## src/rtl/bdd_tree_loader_pkg.sv

```systemverilog
// Shared definitions for the BDD tree image loader and the traversal engine:
// frame constants, node/link word widths and the loader state encoding.
package bdd_tree_loader_pkg;

    localparam logic [7:0] HEADER_BYTE = 8'hA5;
    localparam int         REC_BYTES   = 9;
    localparam int         NODE_W      = 56;
    localparam int         LINK_W      = 12;

    typedef enum logic [2:0] {
        IDLE  = 3'd0,
        COUNT = 3'd1,
        REC   = 3'd2,
        WRITE = 3'd3,
        CSUM  = 3'd4,
        DONE  = 3'd5,
        ERR   = 3'd6
    } state_e;

    // One step of the byte-wise XOR frame checksum.
    function automatic logic [7:0] csum_step(input logic [7:0] acc, input logic [7:0] b);
        return acc ^ b;
    endfunction

    // States in which the loader can take an inbound byte.
    function automatic logic ready_in(input state_e st);
        logic rdy;
        case (st)
            IDLE, COUNT, REC, CSUM: rdy = 1'b1;
            default:                rdy = 1'b0;
        endcase
        return rdy;
    endfunction

endpackage

```

## src/rtl/bdd_loader_asm.sv

```systemverilog
// Record assembly: shifts node bytes MSB-first into the node word, captures the
// link word from bytes 7-8 and keeps the running XOR checksum of record bytes.
module bdd_loader_asm
    import bdd_tree_loader_pkg::*;
#(
    parameter int NODE_WIDTH = 56,
    parameter int LINK_WIDTH = 12
) (
    input  logic                  clk,
    input  logic                  rst_n,
    input  logic                  clr,
    input  logic                  en,
    input  logic [3:0]            byte_idx,
    input  logic [7:0]            data,
    output logic [NODE_WIDTH-1:0] word_a,
    output logic [LINK_WIDTH-1:0] word_b,
    output logic [7:0]            csum
);

    logic [NODE_WIDTH-1:0] word_a_r;
    logic [LINK_WIDTH-1:0] word_b_r;
    logic [7:0]            csum_r;

    // Byte capture and checksum accumulation for each accepted record byte.
    always_ff @(posedge clk or negedge rst_n) begin
        if (!rst_n) begin
            word_a_r <= '0;
            word_b_r <= '0;
            csum_r   <= 8'h00;
        end else if (clr) begin
            word_a_r <= '0;
            word_b_r <= '0;
            csum_r   <= 8'h00;
        end else if (en) begin
            csum_r <= csum_step(csum_r, data);
            if (byte_idx < 4'(REC_BYTES - 2)) begin
                word_a_r <= {word_a_r[NODE_WIDTH-9:0], data};
            end else if (byte_idx == 4'(REC_BYTES - 2)) begin
                // Only the low bits of byte 7 belong to the link word.
                word_b_r[LINK_WIDTH-1:8] <= data[LINK_WIDTH-9:0];
            end else begin
                word_b_r[7:0] <= data;
            end
        end
    end

    assign word_a = word_a_r;
    assign word_b = word_b_r;
    assign csum   = csum_r;

endmodule

```

## src/rtl/bdd_tree_loader.sv

```systemverilog
// Streams a BDD node image (header, count, 9-byte records, XOR checksum) into the
// node and link memories and flags a resident, checksum-good tree.
module bdd_tree_loader
    import bdd_tree_loader_pkg::*;
#(
    parameter int ADDR_WIDTH = 6,
    parameter int NODE_WIDTH = 56,
    parameter int LINK_WIDTH = 12,
    parameter int DEPTH      = 64
) (
    input  logic                  clk,
    input  logic                  rst_n,
    input  logic [7:0]            s_data,
    input  logic                  s_valid,
    output logic                  s_ready,
    output logic [ADDR_WIDTH-1:0] mem_addr,
    output logic                  mem_we,
    output logic [NODE_WIDTH-1:0] mem_wdata_a,
    output logic [LINK_WIDTH-1:0] mem_wdata_b,
    output logic                  busy,
    output logic                  tree_valid,
    output logic                  load_err
);

    localparam logic [8:0] DEPTH_L = 9'(DEPTH);

    state_e                state_r;
    state_e                state_nxt_s;
    logic                  s_ready_r;
    logic                  busy_r;
    logic                  mem_we_r;
    logic                  tree_valid_r;
    logic                  load_err_r;
    logic [ADDR_WIDTH-1:0] mem_addr_r;
    logic [7:0]            rec_left_r;
    logic [3:0]            byte_idx_r;

    logic                  xfer_s;
    logic                  count_ok_s;
    logic                  nib_err_s;
    logic                  last_byte_s;
    logic                  hdr_start_s;
    logic                  asm_clr_s;
    logic                  asm_en_s;
    logic [7:0]            csum_s;

    assign xfer_s      = s_valid & s_ready_r;
    assign count_ok_s  = (s_data != 8'd0) && ({1'b0, s_data} <= DEPTH_L);
    assign nib_err_s   = (byte_idx_r == 4'(REC_BYTES - 2)) && (s_data[7:4] != 4'd0);
    assign last_byte_s = (byte_idx_r == 4'(REC_BYTES - 1));
    assign hdr_start_s = (state_r == IDLE) && (state_nxt_s == COUNT);
    assign asm_clr_s   = (state_r == COUNT) && xfer_s;
    assign asm_en_s    = (state_r == REC) && xfer_s;

    bdd_loader_asm #(
        .NODE_WIDTH (NODE_WIDTH),
        .LINK_WIDTH (LINK_WIDTH)
    ) u_asm (
        .clk      (clk),
        .rst_n    (rst_n),
        .clr      (asm_clr_s),
        .en       (asm_en_s),
        .byte_idx (byte_idx_r),
        .data     (s_data),
        .word_a   (mem_wdata_a),
        .word_b   (mem_wdata_b),
        .csum     (csum_s)
    );

    // Next-state decode; every waiting state simply holds while s_valid is low.
    always_comb begin
        state_nxt_s = state_r;
        case (state_r)
            IDLE: begin
                if (xfer_s && (s_data == HEADER_BYTE)) state_nxt_s = COUNT;
                else                                   state_nxt_s = IDLE;
            end
            COUNT: begin
                if (xfer_s) state_nxt_s = count_ok_s ? REC : ERR;
                else        state_nxt_s = COUNT;
            end
            REC: begin
                if (xfer_s && nib_err_s)        state_nxt_s = ERR;
                else if (xfer_s && last_byte_s) state_nxt_s = WRITE;
                else                            state_nxt_s = REC;
            end
            WRITE: begin
                if (rec_left_r == 8'd1) state_nxt_s = CSUM;
                else                    state_nxt_s = REC;
            end
            CSUM: begin
                if (xfer_s) state_nxt_s = (s_data == csum_s) ? DONE : ERR;
                else        state_nxt_s = CSUM;
            end
            DONE:    state_nxt_s = IDLE;
            ERR:     state_nxt_s = IDLE;
            default: state_nxt_s = IDLE;
        endcase
    end

    // State register with outputs registered from the next state.
    always_ff @(posedge clk or negedge rst_n) begin
        if (!rst_n) begin
            state_r      <= IDLE;
            s_ready_r    <= 1'b0;
            busy_r       <= 1'b0;
            mem_we_r     <= 1'b0;
            tree_valid_r <= 1'b0;
            load_err_r   <= 1'b0;
        end else begin
            state_r   <= state_nxt_s;
            s_ready_r <= ready_in(state_nxt_s);
            busy_r    <= (state_nxt_s != IDLE);
            mem_we_r  <= (state_nxt_s == WRITE);
            if (state_nxt_s == DONE) begin
                tree_valid_r <= 1'b1;
            end else if (hdr_start_s) begin
                tree_valid_r <= 1'b0;
            end
            if (state_nxt_s == ERR) begin
                load_err_r <= 1'b1;
            end else if (hdr_start_s) begin
                load_err_r <= 1'b0;
            end
        end
    end

    // Record bookkeeping; the address stops on the last record so it never wraps.
    always_ff @(posedge clk or negedge rst_n) begin
        if (!rst_n) begin
            mem_addr_r <= '0;
            rec_left_r <= 8'd0;
            byte_idx_r <= 4'd0;
        end else begin
            case (state_r)
                COUNT: begin
                    if (xfer_s) begin
                        rec_left_r <= s_data;
                        mem_addr_r <= '0;
                        byte_idx_r <= 4'd0;
                    end
                end
                REC: begin
                    if (xfer_s) begin
                        byte_idx_r <= last_byte_s ? 4'd0 : byte_idx_r + 4'd1;
                    end
                end
                WRITE: begin
                    rec_left_r <= rec_left_r - 8'd1;
                    if (rec_left_r != 8'd1) begin
                        mem_addr_r <= mem_addr_r + ADDR_WIDTH'(1);
                    end
                end
                default: begin
                    rec_left_r <= rec_left_r;
                end
            endcase
        end
    end

    assign s_ready    = s_ready_r;
    assign busy       = busy_r;
    assign mem_we     = mem_we_r;
    assign mem_addr   = mem_addr_r;
    assign tree_valid = tree_valid_r;
    assign load_err   = load_err_r;

endmodule
```

## config.mk

```make
export PLATFORM = sky130hd
export DESIGN_NAME = bdd_tree_loader
export DESIGN_NICKNAME = d
export VERILOG_FILES = /design/src/rtl/bdd_tree_loader_pkg.sv /design/src/rtl/bdd_loader_asm.sv /design/src/rtl/bdd_tree_loader.sv
export SDC_FILE = /design/constraint.sdc
export NUM_CORES = 1
export LEC_CHECK = 0
export CAP_MARGIN = 25
export CORE_ASPECT_RATIO = 1.25
export CORE_UTILIZATION = 52
export DETAILED_ROUTE_END_ITERATION = 6
export GPL_TIMING_DRIVEN = 0
export PLACE_DENSITY = 0.8
export REMOVE_ABC_BUFFERS = 1
export SYNTH_ARGS = -nofsm -noshare
export SYNTH_HDL_FRONTEND = slang
export SYNTH_SLANG_ARGS = --single-unit
```

## constraint.sdc

```tcl
create_clock -name clk -period 2.2 [get_ports clk]
set_input_delay 0.44 -clock clk [delete_from_list [all_inputs] [get_ports clk]]
set_output_delay 0.44 -clock clk [all_outputs]
set_load 0.05 [all_outputs]
```

==> results by group <==
Timing
  – Final hold vios: 0
  – Fin crit share: a little over nine tenths
  – Setup TNS: 0 ns
  – Max-slew headroom: between 40% and 50%
  – Worst slew pin tran: 0.750 ns
  – Final setup viols: 0
  – Max-slew violation count: 0
  – FMAX: around 480 MHz
  – RSZ-0062 raised after global routing: no
  – Final worst path period need: between 2 and 2.5 ns
  – Setup ws final: ~0.11 ns
  – Layout Skew: approximately 0.011 ns

Drt
  – DRT Pass-1 Iters: 5
  – Drc violations: 0
  – Routed Antenna Nets: 0
  – Post-Route WL: roughly 11000 um
  – Drt first-iter violations: roughly 240
  – Vias/cell: between 5 and 6
  – Total number of vias: 3789
  – WL/cell: about 15 um

Global route
  – Met2 GRT Util: about two fifths
  – Met3 global-route usage: under 10%
  – GRT Max-Usage Layer: met2
  – Initial antenna violation count: 0
  – Overall routing resource usage: 24.5%
  – Met1 usage: around a third
  – GRT Residual Overflow: 0
  – Largest net degree at the start of global routing: 71
  – Number of global-route vias before repair: about 3600
  – First-pass GRT wire length: between 15000 and 20000 um

Worst setup path
  – CP Launch Type: register
  – CP max stage cell: or3b_1
  – Worst setup EP type: register
  – CP Class: reg -> reg
  – Critical Path, Cell by Cell: or3b_1 > nor4_4 > a2bb2oi_1 > o221ai_2 > a32o_1
  – Critical path's largest stage delay: 0.56 ns
  – Worst EP required: roughly 2.5 ns
  – Worst-path fanout max: 7
  – CP arrival: 2.39 ns

Die
  – Site row count: 37
  – Initial Util: a little over half
  – DIE HEIGHT: about 110 um
  – Number of I/O pins: 90
  – Core area: about 8400 um^2
  – Die ar.: 9200 um^2
  – Die Span X: between 80 and 90 um

Synth
  – Synthesized flop and latch total: around 100
  – Synth warn: 0
  – Top FF cell, synth: dfrtp_1
  – Number of synthesized flops with an enable pin: 0
  – Cell Area, Synth: 4590 um^2
  – Distinct cells, synth: 48
  – Post-synthesis sequential area ratio: a little under three fifths
  – Syn_area_per_cell: approximately 9.3 um^2
  – Synth Instances: between 400 and 500
  – Asr flop ratio synth: 100%

Power
  – Max VDD drop: slightly below 0.5 mV
  – Leak: 2.53 nW
  – Pwr dens: about 1200 nW/um^2
  – Pwr Total: approximately 0.0072 W

Placement
  – GP Congestion: 0.866
  – Placed Area: between 5000 and 6000 um^2
  – Port bufs: 89
  – Hpwl dp: 6890 um
  – Pre-CTS WS: -0.593 ns

Finish
  – Most frequent cells in the layout: 139 x nand2_1, 102 x dfrtp_1, 84 x clkdlybuf4s50_1
  – Syn-to-layout area delta: 26.1%
  – Final nets: about 580
  – Most common cell after layout, fill and taps aside: nand2_1
  – Post-route cell area: a little under 6000 um^2
  – Layout cells sized above 1: under 10%
  – Antenna cells: 0

Hold path
  – Worst hold path type: in -> async

CTS
  – Num Clock Sinks: 102
  – CTS buffer count: 9
  – H-tree lvl count: 3
  – CTS Hold Bufs: 0
  – Worst-path clk slew: around 0.10 ns
  – CTS Buffer Depth: 2
  – Root buf cell: clkbuf_8
  – CTS tree: built
  – Worst skew pair latency: 0.37 ns

Outcome
  – Outcome: complete, no violations

Run
  – Total of max-cap violations: 0
per-stage QoR:
step	instances	hold slack, ns	util (%)
floorplan	458	0.144	-
global placement	664	0.482	65.3
detailed placement	666	0.487	65.9
CTS	681	0.154	68.3
global route	684	0.189	69.0
finish	684	0.133	69.0
per-layer routing:
layer	vias to the layer above	part of all wire [%]
met5	-	0
met4	0	1.8
met3	21	6.4
met2	159	49
met1	1815	43
li1	1794	-
where the power goes:
| part | switching (W) | internal, W | total [W] |
|---|---|---|---|
| registers | 0.000417 | 0.00238 | 0.00279 |
| logic | 0.00216 | 0.00105 | 0.00320 |
| clock network | 0.000649 | 0.000523 | 0.00117 |
| total | 0.00322 | 0.00395 | 0.00717 |
sequential cells by signal, summed over array words and instances, names as in the netlist:
name          flops
u_asm.word_a     56
u_asm.word_b     12
rec_left_r        8
u_asm.csum        8
mem_addr          6
byte_idx_r        4
state_r           3
busy              1
load_err          1
mem_we            1
s_ready           1
tree_valid        1
cells by family (layout without fill, tap and decap cells):
group	count (synthesis)	in the layout	synth area share, %
AOI/OAI and AO/OA	108	108	13.8
xor gates and xnor gates	14	14	2.67
adders and majority gates	5	5	1.36
buffers and inverters	40	113	3.68
DFF	102	102	55.7
muxes	13	13	2.87
and+or+nand+nor	211	212	19.9
worst max-delay path: cells and delay by family, from the launching register on:
family	cells	cell delay, ns
AOI/OAI and AO/OA	3	0.51
DFF	1	0.46
and+or+nand+nor	2	1.08
Yosys cell counts (all sizes together) (2+ instances only):
cell | count | share of area, %
a31oi | 2 | 0.27
a221o | 2 | 0.44
nand2 | 141 | 12
o21ai | 65 | 7.1
ha | 5 | 1.4
o221ai | 2 | 0.52
xor2 | 5 | 0.95
nor3 | 5 | 0.55
and2 | 3 | 0.41
xnor2 | 9 | 1.7
nor2b | 4 | 0.55
nor2 | 35 | 2.9
a32oi | 2 | 0.38
dfrtp | 102 | 56
o311ai | 2 | 0.38
mux2i | 12 | 2.6
buf | 14 | 1.6
a21oi | 18 | 2.0
nor4 | 4 | 1.2
nand4 | 6 | 0.82
inv | 5 | 0.41
clkbuf | 21 | 1.7
o211ai | 3 | 0.49
nand3 | 3 | 0.33
a22o | 3 | 0.57
and3 | 2 | 0.27
o2111ai | 2 | 0.38
timing repair:
item / CTS / global route
setup buffers: 0 / 2
setup endpoints to repair: 39 / 37
pin swaps: 0 / 2
gates cloned: 0 / 1
resized for setup: 4 / 8
final cells by class:
| class | instances | area [um^2] |
|---|---|---|
| clock buffer | 10 | 128 |
| clock inverter | 5 | 61.3 |
| fill | 656 | 2600 |
| inverter | 5 | 18.8 |
| multi-input combinational | 352 | 1900 |
| sequential | 102 | 2550 |
| tap | 117 | 146 |
| timing repair buffer | 93 | 973 |
worst paths after layout:
check / start / endpoint / slack (ns) / depth (start not counted)
max reg2reg: state_r[2]$_DFF_PN0_ / load_err$_DFFE_PN0P_ / 0.11 / 5
max in group asynchronous: rst_n / tree_valid$_DFFE_PN0P_ / 1.38 / 2
min in group clk: u_asm.word_a[16]$_DFFE_PN0P_ / u_asm.word_a[24]$_DFFE_PN0P_ / 0.50 / 2
max: state_r[2]$_DFF_PN0_ / load_err$_DFFE_PN0P_ / 0.11 / 5
min reg2reg: u_asm.word_a[16]$_DFFE_PN0P_ / u_asm.word_a[24]$_DFFE_PN0P_ / 0.50 / 2
min: rst_n / u_asm.word_a[48]$_DFFE_PN0P_ / 0.13 / 1
Note: power is estimated with default switching activity, not from simulation.
